`src/rtl/ula_control_md.sv`:
```
`default_nettype none
// ============================================================================
//  Module   : ula_control_md
//  Purpose  : Registered ULA control decoder with RV32M decode and MUL/DIV
//             launch sequencing. Sits between the decode stage and the
//             execute stage / iterative M unit, valid/ready on both sides.
//  Ports    : clk, rst        - clock, synchronous active-high reset
//             flush           - drop any in-flight or held operation
//             in_valid/ready  - decode-side handshake (ula_op, inst)
//             inst            - {funct7[6:0], funct3[2:0]}
//             ula_op          - operation class from main control
//             out_valid/ready - execute-side handshake
//             ula_select      - registered select code (zero-extended)
//             illegal         - registered, high when the select code is 0
//             md_start        - one-cycle launch pulse for the M unit
//             md_busy         - M operation in flight
//             md_kill         - flush hit an in-flight M operation
//  Macro    : ULA_CTRL_M_EXT_EN enables RV32M decode and MD_WAIT sequencing.
//             Undefined: md_* outputs are tied 0 and codes 13..20 never occur.
//  Revision : 1.0 - initial release
// ============================================================================
module ula_control_md #(
    parameter int SEL_W   = 5,
    parameter int MUL_LAT = 2,
    parameter int DIV_LAT = 33
) (
    input  logic             clk,
    input  logic             rst,
    input  logic             flush,
    input  logic             in_valid,
    output logic             in_ready,
    input  logic [9:0]       inst,
    input  logic [2:0]       ula_op,
    output logic             out_valid,
    input  logic             out_ready,
    output logic [SEL_W-1:0] ula_select,
    output logic             illegal,
    output logic             md_start,
    output logic             md_busy,
    output logic             md_kill
);

`ifdef ULA_CTRL_M_EXT_EN
    localparam logic c_M_EN = 1'b1;
`else
    localparam logic c_M_EN = 1'b0;
`endif

    localparam int c_MAX_LAT = (MUL_LAT > DIV_LAT) ? MUL_LAT : DIV_LAT;
    localparam int c_CNT_W   = $clog2(c_MAX_LAT + 1);

    // State encoding
    localparam logic [1:0] c_S_IDLE    = 2'd0;
    localparam logic [1:0] c_S_MD_WAIT = 2'd1;
    localparam logic [1:0] c_S_HOLD    = 2'd2;

    // Select codes
    localparam logic [4:0] c_NONE  = 5'd0;
    localparam logic [4:0] c_ADD   = 5'd1;
    localparam logic [4:0] c_SUB   = 5'd2;
    localparam logic [4:0] c_SLL   = 5'd3;
    localparam logic [4:0] c_SLT   = 5'd4;
    localparam logic [4:0] c_SLTU  = 5'd5;
    localparam logic [4:0] c_SRL   = 5'd6;
    localparam logic [4:0] c_SRA   = 5'd7;
    localparam logic [4:0] c_XOR   = 5'd8;
    localparam logic [4:0] c_OR    = 5'd9;
    localparam logic [4:0] c_AND   = 5'd10;
    localparam logic [4:0] c_LUI   = 5'd11;
    localparam logic [4:0] c_AUIPC = 5'd12;
    localparam logic [4:0] c_MUL   = 5'd13;

    localparam logic [6:0] c_F7_BASE = 7'b0000000;
    localparam logic [6:0] c_F7_ALT  = 7'b0100000;
    localparam logic [6:0] c_F7_M    = 7'b0000001;

    // ------------------------------------------------------------------
    // Registers
    // ------------------------------------------------------------------
    logic [1:0]         r_state;
    logic               r_out_valid;
    logic [SEL_W-1:0]   r_sel;
    logic               r_illegal;
    logic               r_md_start;
    logic               r_md_busy;
    logic               r_md_kill;
    logic [c_CNT_W-1:0] r_cnt;

    // Next-state values
    logic [1:0]         w_state_n;
    logic               w_out_valid_n;
    logic [SEL_W-1:0]   w_sel_n;
    logic               w_illegal_n;
    logic               w_md_start_n;
    logic               w_md_busy_n;
    logic               w_md_kill_n;
    logic [c_CNT_W-1:0] w_cnt_n;

    // Decode results
    logic [6:0] w_funct7;
    logic [2:0] w_funct3;
    logic [4:0] w_code;
    logic       w_is_m;
    logic       w_is_div;
    logic       w_in_ready;
    logic       w_accept;

    assign w_funct7 = inst[9:3];
    assign w_funct3 = inst[2:0];

    // ------------------------------------------------------------------
    // Combinational decoder
    // ------------------------------------------------------------------
    always_comb begin
        w_code   = c_NONE;
        w_is_m   = 1'b0;
        w_is_div = 1'b0;
        case (ula_op)
            3'b000: w_code = c_ADD;
            3'b001: w_code = c_SUB;
            3'b100: w_code = c_LUI;
            3'b101: w_code = c_AUIPC;
            3'b010, 3'b011: begin
                case (w_funct3)
                    // I-type has no SUB form; funct3 000 is always ADD there
                    3'b000:  w_code = ((ula_op == 3'b010) && (w_funct7 == c_F7_ALT)) ? c_SUB : c_ADD;
                    3'b001:  w_code = c_SLL;
                    3'b010:  w_code = c_SLT;
                    3'b011:  w_code = c_SLTU;
                    3'b100:  w_code = c_XOR;
                    3'b101: begin
                        if (w_funct7 == c_F7_BASE) begin
                            w_code = c_SRL;
                        end else if (w_funct7 == c_F7_ALT) begin
                            w_code = c_SRA;
                        end else begin
                            w_code = c_NONE;
                        end
                    end
                    3'b110:  w_code = c_OR;
                    default: w_code = c_AND;
                endcase
                // RV32M overrides the base R-type rules; funct3 indexes 13..20
                if (c_M_EN && (ula_op == 3'b010) && (w_funct7 == c_F7_M)) begin
                    w_code   = c_MUL + {2'b00, w_funct3};
                    w_is_m   = 1'b1;
                    w_is_div = w_funct3[2];
                end
            end
            default: w_code = c_NONE;
        endcase
    end

    // ------------------------------------------------------------------
    // Handshake
    // ------------------------------------------------------------------
    assign w_in_ready = (r_state == c_S_IDLE) && (!r_out_valid || out_ready) && !flush;
    assign w_accept   = in_valid && w_in_ready;

    // ------------------------------------------------------------------
    // Next-state logic
    // ------------------------------------------------------------------
    always_comb begin
        w_state_n     = r_state;
        w_out_valid_n = r_out_valid;
        w_sel_n       = r_sel;
        w_illegal_n   = r_illegal;
        w_md_start_n  = 1'b0;
        w_md_busy_n   = r_md_busy;
        w_md_kill_n   = 1'b0;
        w_cnt_n       = r_cnt;

        if (flush) begin
            w_state_n     = c_S_IDLE;
            w_out_valid_n = 1'b0;
            w_md_busy_n   = 1'b0;
            w_md_kill_n   = r_md_busy;
            w_cnt_n       = '0;
        end else begin
            case (r_state)
                c_S_IDLE: begin
                    if (r_out_valid) begin
                        if (out_ready) begin
                            w_out_valid_n = 1'b0;
                        end else begin
                            w_state_n = c_S_HOLD;
                        end
                    end
                    if (w_accept) begin
                        w_sel_n     = SEL_W'(w_code);
                        w_illegal_n = (w_code == c_NONE);
                        if (w_is_m) begin
                            // Result is withheld until the M unit latency expires
                            w_state_n     = c_S_MD_WAIT;
                            w_out_valid_n = 1'b0;
                            w_md_start_n  = 1'b1;
                            w_md_busy_n   = 1'b1;
                            w_cnt_n       = w_is_div ? c_CNT_W'(DIV_LAT) : c_CNT_W'(MUL_LAT);
                        end else begin
                            w_out_valid_n = 1'b1;
                        end
                    end
                end
                c_S_MD_WAIT: begin
                    // Counter was loaded with LAT on entry; the last busy
                    // cycle is the one that sees 1.
                    if (r_cnt <= c_CNT_W'(1)) begin
                        w_state_n     = c_S_HOLD;
                        w_out_valid_n = 1'b1;
                        w_md_busy_n   = 1'b0;
                        w_cnt_n       = '0;
                    end else begin
                        w_cnt_n = r_cnt - c_CNT_W'(1);
                    end
                end
                c_S_HOLD: begin
                    if (out_ready) begin
                        w_state_n     = c_S_IDLE;
                        w_out_valid_n = 1'b0;
                    end
                end
                default: begin
                    w_state_n     = c_S_IDLE;
                    w_out_valid_n = 1'b0;
                    w_md_busy_n   = 1'b0;
                end
            endcase
        end
    end

    // ------------------------------------------------------------------
    // State register
    // ------------------------------------------------------------------
    always_ff @(posedge clk) begin
        if (rst) begin
            r_state     <= c_S_IDLE;
            r_out_valid <= 1'b0;
            r_sel       <= '0;
            r_illegal   <= 1'b0;
            r_md_start  <= 1'b0;
            r_md_busy   <= 1'b0;
            r_md_kill   <= 1'b0;
            r_cnt       <= '0;
        end else begin
            r_state     <= w_state_n;
            r_out_valid <= w_out_valid_n;
            r_sel       <= w_sel_n;
            r_illegal   <= w_illegal_n;
            r_md_start  <= w_md_start_n;
            r_md_busy   <= w_md_busy_n;
            r_md_kill   <= w_md_kill_n;
            r_cnt       <= w_cnt_n;
        end
    end

    // ------------------------------------------------------------------
    // Outputs
    // ------------------------------------------------------------------
    assign in_ready   = w_in_ready;
    assign out_valid  = r_out_valid;
    assign ula_select = r_sel;
    assign illegal    = r_illegal;
    // Without the M extension these collapse to constant 0
    assign md_start   = r_md_start & c_M_EN;
    assign md_busy    = r_md_busy  & c_M_EN;
    assign md_kill    = r_md_kill  & c_M_EN;

endmodule
`default_nettype wire

```
`config.mk`:
```
export PLATFORM = sky130hd
export DESIGN_NAME = ula_control_md
export DESIGN_NICKNAME = d
export VERILOG_FILES = /design/src/rtl/ula_control_md.sv
export SDC_FILE = /design/constraint.sdc
export NUM_CORES = 1
export LEC_CHECK = 0
export BUFFER_PORTS_ARGS = -buffer_cell sky130_fd_sc_hd__buf_2
export CAP_MARGIN = 20
export CORE_AREA = 2 2 39 41
export CTS_BUF_LIST = sky130_fd_sc_hd__clkbuf_8 sky130_fd_sc_hd__clkbuf_16
export DETAILED_ROUTE_END_ITERATION = 12
export DIE_AREA = 0 0 41 43
export GPL_ROUTABILITY_DRIVEN = 0
export HOLD_SLACK_MARGIN = 0.12
export PLACE_DENSITY = 0.8
export REMOVE_ABC_BUFFERS = 1
export SLEW_MARGIN = 5
export SYNTH_ARGS = -nofsm -noshare
export SYNTH_HDL_FRONTEND = slang
export SYNTH_SLANG_ARGS = --single-unit
```
`constraint.sdc`:
```
create_clock -name clk -period 2.5 [get_ports clk]
set_input_delay 0.5 -clock clk [delete_from_list [all_inputs] [get_ports clk]]
set_output_delay 0.5 -clock clk [all_outputs]
set_load 0.05 [all_outputs]
```
==> impl.org, run 1 <==
** Floorplanning
- 29 I/O pins were placed.
- Site row count :: 14
- The floorplan step defined a die boundary enclosing 1760 um^2.
- Width of the chip :: 41 um
- Core outline area :: 1380 um^2
- From bottom edge to top edge, the die measures 43 um.
- Initial standard-cell utilization of the core :: 42.3%

** Yosys
- Share of synthesized registers carrying an async set or reset :: 0%
- The share of the Yosys chip area taken by registers is 23.9%.
- Combined area of all synthesized cells :: 586 um^2
- Leading register cell type out of synthesis :: dfxtp_1
- After synthesis the netlist holds a flip-flop and latch count of 7.
- Post-Syn Area per Cell :: 8.13 um^2
- The synthesized design contains 0 enable-type register cells.
- Count of mapped cells out of synthesis :: 72
- The synthesized netlist contains 38 unique library cells.
- The Yosys step of the flow raised 0 warnings.

** Timing
- Static timing analysis puts the maximum clock frequency at 576 MHz.
- Setup Viol. Count Final :: 0
- Setup TNS :: 0 ns
- RSZ-0062 raised after global routing :: false
- Post-layout minimum cycle time :: 1.73 ns
- The worst path uses 69.4% of the clock period.
- Between clock sinks in the finished design, the worst skew comes to 0.00350 ns.
- The final-report hold violation count came to 0.
- The max-slew violation count was 0.

** Global routing
- Initial antenna violation count :: 0
- GRT Residual Overflow :: 0
- Routing usage on met1 :: 23.5%
- Met3 Track Usage GR :: 6.28%
- For this run, global-route usage on met2 was measured as 27.2%.
- Entering global routing, the biggest net connects 10 pins.
- Layer carrying the most global-route usage :: met2
- The number of global-route vias before repair came to 560.
- First-pass GRT wire length :: 2240 um
- For this run, the total global-route usage over all layers was measured as 18.2%.

** Drt
- Dividing the detail-routed wire length by the instance count gives 11.7 um.
- Wire length reported by the detailed router :: 1320 um
- The routed layout has 610 vias.
- The detailed router finished its first iteration with 12 violations.
- Router iterations before antenna repair :: 4
- For this run, design rule violations remaining after detail routing come to 0.
- Post-DRT Antenna Nets :: 0
- Dividing the detail-routed via count by the number of cells gives 5.40.

** Power and ir drop
- Pwr dens :: 511 nW/um^2
- VDD sags by at most 0.325 mV.
- Summed over all cells, the static leakage comes to 0.354 nW.
- Total power :: 377 uW

** Critical path
- Category of the most critical setup path :: in -> reg
- Category of the worst setup path capture point :: register
- At the worst endpoint, the arrival time is 1.85 ns.
- Along the worst path, the maximum fanout reaches 9.
- STA puts the critical path data required time at 2.62 ns.
- The worst setup path is launched from an input pin.

** Run
- The tool flagged a number of max-cap violations equal to 0.

** Placement
- DP Wirelength :: 1050 um
- Port Buffer Count :: 24

** Final layout
- Compared with the post-synthesis result, the final layout area differs by 25.9%.
- For this run, the post-layout net count is 117.
- Antenna cells :: 0
- The filler cells instantiated in the layout total 135.
- Cells with a size suffix above 1 make up 36.1% of the layout.
- Storage cell area :: 140 um^2
- Summing all multi-input logic gate instances after layout gives 393 um^2.

** Clock tree
- Clock tree synthesis inserted a total of 3 buffers.
- Post-CTS repair changed the size of 0 cells.
- Clock latency reported for the late side of the worst-skew pair :: 0.23 ns
- Setup repair bufs after CTS :: 0
- Htree depth :: 1
- Clock tree from TritonCTS :: built
- Max Root-Sink Buffers :: 2
- The clock net in this run drives a total of 7 sinks.
- Clock Tree Root :: clkbuf_8
- After clock tree synthesis, the clock-pin slew on the worst setup and hold paths is 0.04 ns.
- In this run, post-CTS hold repair placed 0 buffers.

** Min path
- In this run the worst hold path is classified as reg -> reg.

** Run status
- Status :: completed
==> metrics by stage <==
step	std cells	worst slack [ns]	area [um^2]	util (%)	hold WS, ns
after floorplan	69	0.758	552	-	0.569
after global placement	109	0.581	692	50.0	0.445
after detailed placement	109	0.553	692	50.0	0.459
after CTS	113	0.773	737	53.3	0.470
after global routing	113	0.675	737	53.3	0.490
final	113	0.765	737	53.3	0.462
==> path summary, 6_finish.rpt <==
check	start	endpoint	slack, ns	cells after the start
max reg2reg	out_valid$_SDFFE_PP0P_	illegal$_SDFFE_PP0P_	1.15	5
min reg2reg	ula_select[1]$_SDFFE_PP0P_	ula_select[1]$_SDFFE_PP0P_	0.46	2
min	ula_select[1]$_SDFFE_PP0P_	ula_select[1]$_SDFFE_PP0P_	0.46	2
max	inst[2]	illegal$_SDFFE_PP0P_	0.77	6
==> layout by cell type (no fill, tap or decap), types with 2 or more instances in the layout <==
| master | count |
|---|---|
| buf_2 | 24 |
| nor2_1 | 7 |
| nand2_1 | 7 |
| dfxtp_1 | 7 |
| inv_1 | 6 |
| conb_1 | 4 |
| nor3_1 | 3 |
| clkbuf_8 | 3 |
| nand2b_1 | 2 |
| nand3_1 | 2 |
| o21ai_0 | 2 |
| and3_1 | 2 |
| nand4_1 | 2 |
| mux2i_1 | 2 |
| a211oi_1 | 2 |
==> registers in the layout, summed over array words and instances, names as in the netlist <==
signal / cells
illegal: 1
out_valid: 1
r_state: 1
ula_select: 4
==> worst max-delay path: stages <==
cell and delay (ns):
buf_2 0.15, or4b_4 0.54, a41oi_2 0.17, a211oi_1 0.09
and3_1 0.20, a32o_1 0.20
==> logic make-up after synthesis <==
kind of cell / Yosys count / synth area share (%)
XOR/XNOR: 1 / 1.50
flip-flops: 7 / 23.9
AO/OA/AOI/OAI: 15 / 23.9
multiplexers: 3 / 5.34
other: 1 / 0.640
buffers and inverters: 11 / 10.9
adder cells (fa/ha/maj): 1 / 2.14
AND/OR/NAND/NOR: 33 / 31.6
==> routing by layer <==
metal,share of wire (%),routed length [um],up-vias
li1,-,-,305
met1,42,548,289
met2,54,710,13
met3,3.3,44,3
met4,1.1,14,0
met5,0,0,-
==> layout make-up <==
type | count | share of cell area [%]
Sequential cell | 7 | 19.0
Timing Repair Buffer | 24 | 16.3
Inverter | 5 | 2.55
Clock buffer | 3 | 5.60
Clock inverter | 1 | 0.509
Multi-Input combinational cell | 57 | 53.3
Tap cell | 16 | 2.72
==> Yosys cell counts (all sizes together), types with 2 or more instances <==
| library cell | instances | area, um^2 |
|---|---|---|
| a211oi | 2 | 15.0 |
| and3 | 2 | 12.5 |
| buf | 5 | 41.3 |
| dfxtp | 7 | 140 |
| inv | 5 | 18.8 |
| mux2i | 2 | 20.0 |
| nand2 | 7 | 26.3 |
| nand2b | 2 | 12.5 |
| nand3 | 2 | 10.0 |
| nand4 | 2 | 12.5 |
| nor2 | 7 | 26.3 |
| nor3 | 3 | 15.0 |
| o21ai | 2 | 10.0 |
==> power by group <==
part	internal (mW)	switching (mW)	leakage (nW)	total, mW
sequential	0.117	0.00230	0.0570	0.119
clock	0.106	0.0459	0.0269	0.152
combinational	0.0349	0.0706	0.270	0.106
No activity file was read; power rests on OpenSTA's default activity.
==> run 2, diff against run 1 <==
CORE_AREA = unset   (was 2 2 39 41)
CORE_UTILIZATION = 43   (was unset)
DIE_AREA = unset   (was 0 0 41 43)
PLACE_DENSITY = 0.79   (was 0.8)
clock period = 1.6 ns   (was 2.5 ns; I/O delays follow)
==> run 2 against run 1 <==
Effect of this change:
- sequential share of layout area fell by 1.7 points
- clock skew fell by 0.0022 ns
- non-clock buffer count rose by 10
- largest power group unchanged
==> impl.org, run 2 (synthesis results as in run 1) <==
** Run status
- Status :: completed

** Floorplanning
- The area of the die was 1510 um^2 (-14%).
- Top-Level Pins :: 29 (unchanged)
- The vertical die dimension came to 38.9 um (-9.5%).
- The die span in x was 38.9 um (-5.1%).
- Site row count :: 12 (-2)
- The area of the placeable core came to 1190 um^2 (-14%).
- Initial standard-cell utilization of the core :: 49.4% (+7.1 points)

** Drt
- The residual antenna-violating net count after detailed routing came to 0 (unchanged).
- DRC marker count from the first detailed-route iteration :: 12 (unchanged)
- Final routed wire length divided by cell count :: 10.8 um (-7.7%)
- Total vias in the final route :: 625 (+2.5%)
- The number of detailed-route iterations in the first pass is 4 (unchanged).
- The per-cell via count in the routed design was 5.17 (-4.3%).
- Wire length reported by the detailed router :: 1300 um (-1.2%)
- The residual DRC count was 0 (unchanged).

** Placement
- DP Wirelength :: 1060 um (+0.72%)
- Port Buffer Count :: 24 (unchanged)
- The setup slack after placement is -0.122 ns (-0.675 ns).

** Critical path
- The worst setup path is captured at a register.
- The required arrival time at the worst endpoint came to 1.71 ns (-0.91 ns).
- The maximum fanout encountered on the critical timing path came to 2 (-7).
- STA classifies the critical path startpoint as an input pin.
- The arrival time at the worst endpoint came to 1.61 ns (-0.24 ns).
- Category of the most critical setup path :: in -> reg

** Global routing
- The global-route wire length before repair came to 2070 um (-7.7%).
- Number of global-route vias before repair :: 507 (-9.5%)
- The residual overflow from global routing is 0 (unchanged).
- The number of antenna violations at the first check in global routing was 0 (unchanged).
- Overall global routing resource usage :: 20.0% (+1.9 points)
- The maximum number of pins on one net before global-route repair came to 9 (-1).

** Timing
- After layout, the worst path uses 93.7% of the clock period.
- The smallest hold slack came to 0.292 ns (-0.170 ns).
- Final clock skew :: 0.00127 ns (-0.00223 ns)
- Final max-slew violation count :: 0 (unchanged)
- The setup TNS after final layout came to 0 ns (unchanged).
- Setup Viol. Count Final :: 0 (unchanged)
- The final-report hold violation count is 0 (unchanged).
- Setup repair after global routing left no endpoint under its margin.
- Post-layout minimum cycle time :: 1.50 ns
- Worst Slack Setup Final :: 0.101 ns (-0.664 ns)
- Static timing analysis puts the maximum clock frequency at 667 MHz.

** Power and ir drop
- The power density over the cells was 747 nW/um^2 (+46%).
- Standby leakage power :: 0.403 nW (+14%)
- The largest voltage drop on the vdd net came to 0.840 mV (+160%).
- Total power :: 604 uW (+60%)

** Clock tree
- The clock latency reported for the late side of the worst-skew pair came to 0.22 ns (about the same).
- Clock tree from TritonCTS :: built
- Setup repair bufs after CTS :: 0 (unchanged)
- The number of clock buffers inserted by TritonCTS came to 3 (unchanged).
- The number of sinks on the clock net was 7 (unchanged).
- CTS clk-pin slew, worst paths :: 0.04 ns (about the same)
- Htree depth :: 1 (unchanged)
- Post-CTS Hold Buffers :: 0 (unchanged)
- The number of resized instances in the post-cts repair step was 0 (unchanged).
- The tree is rooted in a clkbuf_8.
- The maximum root-to-sink buffer count is 2 (unchanged).

** Final layout
- Most frequent cells in the layout :: buf_2, buf_4, nor2_1, nand2_1, dfxtp_1
- Number of flip-flops in the largest register :: 4 (unchanged)
- The fraction of final layout cells with drive strength greater than 1 is 42.1% (+6.0 points).
- Most frequent standard cell in the layout excluding fill and tap cells :: buf_2
- Layout Nets :: 127 (+8.5%)
- Relative to the synthesized area, the layout overhead comes to 38.2%.
- Antenna cells :: 0 (unchanged)

** Run
- The number of max-cap violations was 0 (unchanged).

** Min path
- In this run the worst hold path is classified as in -> reg.
==> run 2: per-stage QoR <==
step / instances / util (%) / cell area (um^2)
after global placement: 117 / 64.5 / 764
final: 121 / 68.2 / 810
after CTS: 121 / 68.2 / 810
after detailed placement: 117 / 64.5 / 764
after floorplan: 69 / - / 552
after global routing: 121 / 68.2 / 810
==> run 2: worst max-delay path, stage by stage <==
cell      delay [ns]
buf_2           0.10
or4b_4          0.54
o2bb2a_4        0.23
o22ai_2         0.15
nor2_1          0.07
a32o_1          0.20
==> run 2: cell type report <==
| cell class | count | area [um^2] |
|---|---|---|
| Multi-Input combinational cell | 57 | 393 |
| Fill cell | 98 | 377 |
| Timing Repair Buffer | 34 | 195 |
| Sequential cell | 7 | 140 |
| Clock buffer | 3 | 41.3 |
| Inverter | 5 | 18.8 |
| Tap cell | 14 | 17.5 |
| Clock inverter | 1 | 3.75 |
==> run 2: routing by layer <==
metal	wire, um	track usage (%)	vias up
li1	-	-	325
met1	640	26.8	284
met2	602	31.7	16
met3	58	6.94	0
met4	0	2.59	0
met5	0	0	-
==> run 2: final timing paths <==
| path | startpoint | end | slack [ns] | depth (start not counted) |
|---|---|---|---|---|
| max | inst[1] | illegal$_SDFFE_PP0P_ | 0.10 | 6 |
| min | flush | r_state[1]$_SDFFE_PP0P_ | 0.29 | 2 |
| min reg2reg | ula_select[1]$_SDFFE_PP0P_ | ula_select[1]$_SDFFE_PP0P_ | 0.46 | 2 |
| max reg2reg | out_valid$_SDFFE_PP0P_ | illegal$_SDFFE_PP0P_ | 0.33 | 5 |
==> run 2: report_power, final <==
part / leakage [nW] / switching [mW] / internal, mW / total (mW)
Combinational: 0.319 / 0.112 / 0.0706 / 0.183
Sequential: 0.0570 / 0.00370 / 0.183 / 0.186
Clock: 0.0269 / 0.0701 / 0.165 / 0.235
Total: 0.403 / 0.186 / 0.419 / 0.604
